<file path="config.mk">
export PLATFORM = sky130hd
export DESIGN_NAME = mvd_cost_sched_flat
export DESIGN_NICKNAME = d
export VERILOG_FILES = /design/src/rtl/mvd_sched_pkg.sv /design/src/rtl/mvd_cost_sched_if.sv /design/src/rtl/mvd_rr_arb.sv /design/src/rtl/mvd_cost_sched.sv /design/src/flat_wrapper.sv
export SDC_FILE = /design/constraint.sdc
export NUM_CORES = 1
export LEC_CHECK = 0
export ABC_AREA = 1
export CAP_MARGIN = 25
export CORE_AREA = 3 3 670 672
export DETAILED_ROUTE_END_ITERATION = 12
export DIE_AREA = 0 0 673 675
export PLACE_DENSITY = 0.34
export SKIP_CTS_REPAIR_TIMING = 1
export SLEW_MARGIN = 30
export SYNTH_ARGS = -nofsm -noshare
export SYNTH_HDL_FRONTEND = slang
export SYNTH_HIERARCHICAL = 1
export SYNTH_SLANG_ARGS = --single-unit
</file>
<file path="constraint.sdc">
create_clock -name ap_clk -period 3.3 [get_ports ap_clk]
set_clock_uncertainty 0.1 [all_clocks]
set_input_delay 0.66 -clock ap_clk [delete_from_list [all_inputs] [get_ports ap_clk]]
set_output_delay 0.66 -clock ap_clk [all_outputs]
set_load 0.02 [all_outputs]
</file>
<file path="src/rtl/mvd_sched_pkg.sv">
// rtl/mvd_sched_pkg.sv - shared job type, FSM encoding and default sizes for the mvd cost scheduler
package mvd_sched_pkg;

    localparam int MVD_NUM_REQ_DEF = 4;
    localparam int MVD_TIMEOUT_DEF = 64;

    typedef struct packed {
        logic [31:0]      x;
        logic [31:0]      y;
        logic [31:0]      mv_shift;
        logic [3:0][15:0] mv_cand;
        logic [63:0]      lambda_sqrt_integer;
        logic [63:0]      lambda_sqrt_decimal;
    } mvd_req_t;

    typedef enum logic [1:0] {
        ST_IDLE  = 2'd0,
        ST_START = 2'd1,
        ST_WAIT  = 2'd2,
        ST_RESP  = 2'd3
    } mvd_state_e;

endpackage

</file>
<file path="src/rtl/mvd_cost_sched_if.sv">
// rtl/mvd_cost_sched_if.sv - requester, core and response signals of the mvd cost scheduler
interface mvd_cost_sched_if
    import mvd_sched_pkg::*;
#(
    parameter int NUM_REQ = MVD_NUM_REQ_DEF
);
    localparam int IDX_W = $clog2(NUM_REQ);

    logic [NUM_REQ-1:0]           req_vld;
    logic [NUM_REQ-1:0]           req_rdy;
    mvd_req_t [NUM_REQ-1:0]       req_data;

    logic                         core_start;
    mvd_req_t                     core_req;
    logic [63:0]                  core_bitcost;
    logic                         core_bitcost_vld;
    logic [63:0]                  core_mvd_cost;
    logic                         core_mvd_cost_vld;

    logic                         rsp_vld;
    logic                         rsp_rdy;
    logic [IDX_W-1:0]             rsp_id;
    logic [63:0]                  rsp_bitcost;
    logic [63:0]                  rsp_mvd_cost;
    logic                         rsp_err;
    logic                         busy;

    modport slave (
        input  req_vld, req_data,
        input  core_bitcost, core_bitcost_vld, core_mvd_cost, core_mvd_cost_vld,
        input  rsp_rdy,
        output req_rdy, core_start, core_req,
        output rsp_vld, rsp_id, rsp_bitcost, rsp_mvd_cost, rsp_err, busy
    );

    modport master (
        output req_vld, req_data,
        output core_bitcost, core_bitcost_vld, core_mvd_cost, core_mvd_cost_vld,
        output rsp_rdy,
        input  req_rdy, core_start, core_req,
        input  rsp_vld, rsp_id, rsp_bitcost, rsp_mvd_cost, rsp_err, busy
    );

endinterface

</file>
<file path="src/rtl/mvd_rr_arb.sv">
// rtl/mvd_rr_arb.sv - round-robin one-hot grant, search starts just after last_gnt
module mvd_rr_arb #(
    parameter int NUM_REQ = 4
) (
    input  logic [NUM_REQ-1:0]         req,
    input  logic [$clog2(NUM_REQ)-1:0] last_gnt,
    output logic [NUM_REQ-1:0]         gnt
);
    localparam int IDX_W = $clog2(NUM_REQ);

    logic [IDX_W-1:0] w_sel;
    logic             w_found;

    always_comb begin
        gnt     = '0;
        w_found = 1'b0;
        w_sel   = '0;
        for (int k = 1; k <= NUM_REQ; k++) begin
            w_sel = IDX_W'((int'(last_gnt) + k) % NUM_REQ);
            if (!w_found && req[w_sel]) begin
                gnt[w_sel] = 1'b1;
                w_found    = 1'b1;
            end
        end
    end

endmodule

</file>
<file path="src/rtl/mvd_cost_sched.sv">
// rtl/mvd_cost_sched.sv - shares one calc_mvd_cost core among NUM_REQ requesters; MVD_SCHED_TIMEOUT_EN adds a WAIT watchdog
module mvd_cost_sched
    import mvd_sched_pkg::*;
#(
    parameter int NUM_REQ        = MVD_NUM_REQ_DEF,
    parameter int TIMEOUT_CYCLES = MVD_TIMEOUT_DEF
) (
    input  logic              ap_clk,
    input  logic              ap_rst_n,
    mvd_cost_sched_if.slave   s_if
);
    localparam int IDX_W = $clog2(NUM_REQ);

    localparam logic [1:0] S_IDLE  = ST_IDLE;
    localparam logic [1:0] S_START = ST_START;
    localparam logic [1:0] S_WAIT  = ST_WAIT;
    localparam logic [1:0] S_RESP  = ST_RESP;

    logic [1:0]         r_state;
    logic [IDX_W-1:0]   r_last_gnt;
    logic [IDX_W-1:0]   r_id;
    mvd_req_t           r_core_req;
    logic [63:0]        r_bitcost;
    logic [63:0]        r_mvd_cost;
    logic               r_bc_flag;
    logic               r_mc_flag;

    logic [NUM_REQ-1:0] w_gnt;
    logic [IDX_W-1:0]   w_gnt_idx;
    logic               w_accept;
    logic               w_cap_win;
    logic               w_bc_cap;
    logic               w_mc_cap;
    logic               w_both_done;
    logic               w_timeout;

    mvd_rr_arb #(
        .NUM_REQ (NUM_REQ)
    ) u_rr_arb (
        .req      (s_if.req_vld),
        .last_gnt (r_last_gnt),
        .gnt      (w_gnt)
    );

    always_comb begin
        w_gnt_idx = '0;
        for (int i = 0; i < NUM_REQ; i++) begin
            if (w_gnt[i]) begin
                w_gnt_idx = IDX_W'(i);
            end
        end
    end

    // Only the first valid pulse of each result is kept; later pulses are ignored.
    assign w_accept    = (r_state == S_IDLE) && (|(s_if.req_vld & w_gnt));
    assign w_cap_win   = (r_state == S_START) || (r_state == S_WAIT);
    assign w_bc_cap    = w_cap_win && s_if.core_bitcost_vld && !r_bc_flag;
    assign w_mc_cap    = w_cap_win && s_if.core_mvd_cost_vld && !r_mc_flag;
    assign w_both_done = (r_bc_flag || w_bc_cap) && (r_mc_flag || w_mc_cap);

`ifdef MVD_SCHED_TIMEOUT_EN
    localparam int TMO_W = $clog2(TIMEOUT_CYCLES + 1);

    logic [TMO_W-1:0] r_tmo_cnt;
    logic             r_err;

    // Cleared while in START so the count is zero on the first WAIT cycle.
    always_ff @(posedge ap_clk or negedge ap_rst_n) begin
        if (!ap_rst_n) begin
            r_tmo_cnt <= '0;
        end else if (r_state == S_START) begin
            r_tmo_cnt <= '0;
        end else if (r_state == S_WAIT) begin
            r_tmo_cnt <= r_tmo_cnt + TMO_W'(1);
        end
    end

    assign w_timeout = (r_state == S_WAIT) && !w_both_done &&
                       (r_tmo_cnt == TMO_W'(TIMEOUT_CYCLES - 1));

    always_ff @(posedge ap_clk or negedge ap_rst_n) begin
        if (!ap_rst_n) begin
            r_err <= 1'b0;
        end else if (w_accept) begin
            r_err <= 1'b0;
        end else if (w_timeout) begin
            r_err <= 1'b1;
        end
    end

    assign s_if.rsp_err = r_err;
`else
    assign w_timeout    = 1'b0;
    assign s_if.rsp_err = 1'b0;
`endif

    always_ff @(posedge ap_clk or negedge ap_rst_n) begin
        if (!ap_rst_n) begin
            r_state    <= S_IDLE;
            r_last_gnt <= IDX_W'(NUM_REQ - 1);
            r_id       <= '0;
            r_core_req <= '0;
            r_bitcost  <= '0;
            r_mvd_cost <= '0;
            r_bc_flag  <= 1'b0;
            r_mc_flag  <= 1'b0;
        end else begin
            case (r_state)
                S_IDLE: begin
                    if (w_accept) begin
                        r_core_req <= s_if.req_data[w_gnt_idx];
                        r_id       <= w_gnt_idx;
                        r_bitcost  <= '0;
                        r_mvd_cost <= '0;
                        r_bc_flag  <= 1'b0;
                        r_mc_flag  <= 1'b0;
                        r_state    <= S_START;
                    end
                end
                S_START: begin
                    r_state <= S_WAIT;
                end
                S_WAIT: begin
                    if (w_both_done || w_timeout) begin
                        r_state <= S_RESP;
                    end
                end
                S_RESP: begin
                    if (s_if.rsp_rdy) begin
                        r_last_gnt <= r_id;
                        r_state    <= S_IDLE;
                    end
                end
                default: begin
                    r_state <= S_IDLE;
                end
            endcase

            if (w_bc_cap) begin
                r_bitcost <= s_if.core_bitcost;
                r_bc_flag <= 1'b1;
            end
            if (w_mc_cap) begin
                r_mvd_cost <= s_if.core_mvd_cost;
                r_mc_flag  <= 1'b1;
            end
        end
    end

    assign s_if.req_rdy      = (r_state == S_IDLE) ? w_gnt : '0;
    assign s_if.core_start   = (r_state == S_START);
    assign s_if.core_req     = r_core_req;
    assign s_if.rsp_vld      = (r_state == S_RESP);
    assign s_if.rsp_id       = r_id;
    assign s_if.rsp_bitcost  = r_bitcost;
    assign s_if.rsp_mvd_cost = r_mvd_cost;
    assign s_if.busy         = (r_state != S_IDLE);

endmodule

</file>
<file path="src/flat_wrapper.sv">
// flat-port wrapper written by rule: the top's interface ports become plain ports
module mvd_cost_sched_flat import mvd_sched_pkg::*;
#(
    parameter int NUM_REQ        = MVD_NUM_REQ_DEF,
    parameter int TIMEOUT_CYCLES = MVD_TIMEOUT_DEF
)
  (ap_clk, ap_rst_n, s_if_req_vld, s_if_req_data, s_if_core_bitcost, s_if_core_bitcost_vld, s_if_core_mvd_cost, s_if_core_mvd_cost_vld, s_if_rsp_rdy, s_if_req_rdy, s_if_core_start, s_if_core_req, s_if_rsp_vld, s_if_rsp_id, s_if_rsp_bitcost, s_if_rsp_mvd_cost, s_if_rsp_err, s_if_busy);
  mvd_cost_sched_if #(.NUM_REQ(NUM_REQ)) s_if_i ();
  input  logic ap_clk;
  input  logic ap_rst_n;
  input wire logic [$bits(s_if_i.req_vld)-1:0] s_if_req_vld;
  input wire logic [$bits(s_if_i.req_data)-1:0] s_if_req_data;
  input wire logic [$bits(s_if_i.core_bitcost)-1:0] s_if_core_bitcost;
  input wire logic [$bits(s_if_i.core_bitcost_vld)-1:0] s_if_core_bitcost_vld;
  input wire logic [$bits(s_if_i.core_mvd_cost)-1:0] s_if_core_mvd_cost;
  input wire logic [$bits(s_if_i.core_mvd_cost_vld)-1:0] s_if_core_mvd_cost_vld;
  input wire logic [$bits(s_if_i.rsp_rdy)-1:0] s_if_rsp_rdy;
  output wire logic [$bits(s_if_i.req_rdy)-1:0] s_if_req_rdy;
  output wire logic [$bits(s_if_i.core_start)-1:0] s_if_core_start;
  output wire logic [$bits(s_if_i.core_req)-1:0] s_if_core_req;
  output wire logic [$bits(s_if_i.rsp_vld)-1:0] s_if_rsp_vld;
  output wire logic [$bits(s_if_i.rsp_id)-1:0] s_if_rsp_id;
  output wire logic [$bits(s_if_i.rsp_bitcost)-1:0] s_if_rsp_bitcost;
  output wire logic [$bits(s_if_i.rsp_mvd_cost)-1:0] s_if_rsp_mvd_cost;
  output wire logic [$bits(s_if_i.rsp_err)-1:0] s_if_rsp_err;
  output wire logic [$bits(s_if_i.busy)-1:0] s_if_busy;
  assign s_if_i.req_vld = s_if_req_vld;
  assign s_if_i.req_data = s_if_req_data;
  assign s_if_i.core_bitcost = s_if_core_bitcost;
  assign s_if_i.core_bitcost_vld = s_if_core_bitcost_vld;
  assign s_if_i.core_mvd_cost = s_if_core_mvd_cost;
  assign s_if_i.core_mvd_cost_vld = s_if_core_mvd_cost_vld;
  assign s_if_i.rsp_rdy = s_if_rsp_rdy;
  assign s_if_req_rdy = s_if_i.req_rdy;
  assign s_if_core_start = s_if_i.core_start;
  assign s_if_core_req = s_if_i.core_req;
  assign s_if_rsp_vld = s_if_i.rsp_vld;
  assign s_if_rsp_id = s_if_i.rsp_id;
  assign s_if_rsp_bitcost = s_if_i.rsp_bitcost;
  assign s_if_rsp_mvd_cost = s_if_i.rsp_mvd_cost;
  assign s_if_rsp_err = s_if_i.rsp_err;
  assign s_if_busy = s_if_i.busy;
  mvd_cost_sched #(.NUM_REQ(NUM_REQ), .TIMEOUT_CYCLES(TIMEOUT_CYCLES)) u_core (.ap_clk(ap_clk), .ap_rst_n(ap_rst_n), .s_if(s_if_i));
endmodule
</file>
==> flow_metrics.env, run 1 <==
export IMPL_seq_power_share_pct=9.8
export IMPL_whs_ns=0.304
export IMPL_crit_top_cell="nand2_2"
export IMPL_avgRoutedWirePerCell_um=28.5
export IMPL_io_buffers=1713
export IMPL_hold_path_class="input pin to async pin"
export IMPL_drtIter0Drc=2696
export IMPL_nNetsFinal=7683
export IMPL_slew_limit_headroom_pct=50.1
export IMPL_die_w_um=673
export IMPL_h_tree_depth=3
export IMPL_finalWorstSetupSlack_ns=-0.207
export IMPL_seq_area_frac_synth_pct=39.4
export IMPL_rr_startpoint="u_core/r_last_gnt[1]"
export IMPL_wirelength_um=354000
export IMPL_dp_cells=12100
export IMPL_grt_max_degree=61
export IMPL_stdcell_count=12400
export IMPL_yosys_most_used_dff="dfrtp_1"
export IMPL_switchingPower_uw=51700
export IMPL_worstSkewPairLatency_ns=0.78
export IMPL_drcViolationCount=0
export IMPL_required_ns=2.54
export IMPL_yosysMostFrequentCell="nand2_1"
export IMPL_drt_pre_antenna_iters=5
export IMPL_grt_pass1_wl_um=421000
export IMPL_fin_crit_sh_pct=106
export IMPL_drive_above_1_share_pct=11.5
export IMPL_cap_violations=0
export IMPL_fmax_mhz=285
export IMPL_crit_path_start="u_core/r_last_gnt[1]"
export IMPL_yosysTopAreaCellShare_pct=39.2
export IMPL_grt_pass1_vias=36900
export IMPL_p_sw_share_pct=54.6
export IMPL_rows=245
export IMPL_yosysWarnings=6
export IMPL_setup_viol=4
export IMPL_grt_overflow=0
export IMPL_ys_types=24
export IMPL_drt_vias_per_instance=3.06
export IMPL_status="finished with violations"
export IMPL_finalHoldViolCount=0
export IMPL_synthTopCellsByArea="dfrtp_1 (39%), nand2_1 (26%), nor2_1 (11%)"
export IMPL_synthTopCellsByCount="nand2_1 (1894), nor2_1 (803), o21ai_0 (535)"
export IMPL_critPathTopFamily="buffers and inverters"
export IMPL_clock_sinks=424
export IMPL_hpwlAfterDp_um=304000
export IMPL_pin_count=1715
export IMPL_pwr_share_comb_pct=81.3
export IMPL_start_util_pct=6.07
export IMPL_worst_path_max_fanout=6
export IMPL_ir_drop_mv=1.31
export IMPL_dpl_cell_area_um2=53900
export IMPL_die_h_um=675
export IMPL_synthesis_nets=5765
export IMPL_netlist_instances=4464
export IMPL_syn_area_um2=27000
export IMPL_die_area_um2=454000
export IMPL_final_util_pct=13.3
export IMPL_cpPeakStageDelay_ns=0.53
export IMPL_synthToLayoutAreaGrowth_pct=119
export IMPL_startpoint_type="flop"
export IMPL_worst_pin_slew_ns=0.746
export IMPL_worstSetupPathType="flop to output pin"
export IMPL_core_area_um2=444000
export IMPL_drv_slew=0
export IMPL_power_frac_clock_pct=8.9
export IMPL_clk_pin_slew_ns=0.06
export IMPL_intPower_uw=42900
export IMPL_crit_path_top_delay_cell="dfstp_2"
export IMPL_cts_tree="done"
export IMPL_power_density_nw_per_um2=1600
export IMPL_path_cells="inv_2 -> ha_4 -> inv_4 -> nand3_2 -> nand2_2 -> nand2_2 -> nor2_4 -> buf_6 -> nand2_4 -> nand3_4 -> clkbuf_16 -> nand2_8 -> inv_8 -> buf_12"
export IMPL_gr_usage_all_layers_pct=14.4
export IMPL_stdcell_area_um2=59000
export IMPL_place_gp_congestion=0.892
export IMPL_synth_seq_cells=424
export IMPL_cts_made_buffers=70
export IMPL_async_flop_share_pct=100
export IMPL_critPathBufInv=6
export IMPL_antenna_found_initial=335
export IMPL_p_leak_uw=0.0258
export IMPL_critPathArrivalTime_ns=2.75
export IMPL_violations="negative setup slack"
export IMPL_avgSynthCellArea_um2=6.04
export IMPL_timing_final_crit_period_ns=3.51
export IMPL_clk_path_buf_depth=4
export IMPL_num_vias=38000
export IMPL_rsz0062_at_grt="yes"
export IMPL_ant_nets=0
export IMPL_yosys_area_top_type="dfrtp_1"
export IMPL_end_kind="output pin"
export IMPL_clockRootBuffer="clkbuf_16"
export IMPL_synth_edf_count=0
export IMPL_power_uw=94700
[metal layers]
layer  global-route usage (%)  share of wire [%]
met5                        0               0.36
met2                     26.2                 50
met1                     14.7                 36
met4                     3.14                2.8
met3                     7.14                 11
[worst paths after layout]
path,end,slack (ns),depth (start not counted)
max reg2reg,u_core/s_if.core_req[130],0,17
min reg2reg,u_core/s_if.rsp_mvd_cost[1],0.38,2
min in group ap_clk,u_core/s_if.rsp_mvd_cost[38],0.32,3
min,u_core/s_if.rsp_mvd_cost[10],0.30,2
max in group asynchronous,u_core/s_if.core_req[120],1.79,3
max,s_if_req_rdy[1],-0.21,14
[cells by family after synthesis]
group                      count (synthesis)  share of synthesized area (%)
DFF                                      424                           39.4
and+or+nand+nor                         2823                           40.1
muxes                                      1                         0.0418
buffers and inverters                    664                           9.91
AOI/OAI and AO/OA                        539                           10.0
other                                      1                         0.0139
adders and majority gates                 12                          0.557
[layout make-up]
cell class | instances | area, um^2
inverters | 379 | 1470
well taps | 5928 | 7420
fillers | 51600 | 385000
clock inverters | 24 | 427
multi-input cells | 3377 | 14400
flip-flops and latches | 424 | 10600
repair buffers | 2130 | 22400
diodes | 69 | 173
clock buffers | 97 | 2060
[power by group through the flow]
stage | sequential [uW] | clock [uW] | combinational, uW
final | 9260 | 8410 | 77000
after global routing | 9550 | 8930 | 83300
after CTS | 9300 | 8790 | 66300
after detailed placement | 9320 | 0 | 66000
after global placement | 9320 | 0 | 66400
after floorplan | 11700 | 0 | 27600
[metrics by stage]
stage / setup WS, ns / setup TNS (ns)
after floorplan: 0.161 / 0
after global placement: -0.784 / -230.98
after detailed placement: -0.786 / -213.27
after CTS: -0.834 / -45.04
after global routing: -0.347 / -4.24
final: -0.207 / -0.687
[cell usage in the layout, fill, tap and decap left out, drive strengths merged, types with 2 or more instances in the layout]
master         instances
dfstp                  2
inv                  379
nand2               1902
bufinv                10
nand4                  2
o21ai                537
clkbuf               127
buf                  398
nand3                111
clkinv                11
diode                 69
ha                    12
dfrtp                422
clkdlybuf4s50       1701
clkinvlp               3
o21bai                 2
nor2                 808
[worst reg2reg max path, stage by stage (launching register included)]
cell and delay, ns:
dfstp_2 0.53, inv_2 0.05, ha_4 0.30, inv_4 0.05, nand3_2 0.07, nand2_2 0.08, inv_1 0.10, buf_4 0.15
nand3_1 0.12, nand3_4 0.16, clkinv_8 0.10, buf_12 0.17, buf_12 0.26, buf_12 0.33, o21ai_0 0.31, o21ai_1 0.14
nand2_1 0.07, nand2_1 0.05
[state kept, by name, summed over array words and instances, names as in the netlist]
signal                    flops
u_core/r_bc_flag              1
u_core/s_if.core_req        288
u_core/r_mc_flag              1
u_core/r_last_gnt             2
u_core/s_if.rsp_mvd_cost     64
u_core/s_if.rsp_bitcost      64
u_core/s_if.rsp_id            2
u_core/r_state                2
No activity file was read; power rests on OpenSTA's default activity.
==> run 2: changes to the inputs <==
--- a/config.mk
+++ b/config.mk
@@ -10,6 +10,7 @@
 export CORE_AREA = 3 3 670 672
 export DETAILED_ROUTE_END_ITERATION = 12
 export DIE_AREA = 0 0 673 675
+export GPL_TIMING_DRIVEN = 1
 export PLACE_DENSITY = 0.34
 export SKIP_CTS_REPAIR_TIMING = 1
 export SLEW_MARGIN = 30
==> results of run 2 <==
Final layout, timing and power as in run 1 (identical DEF).
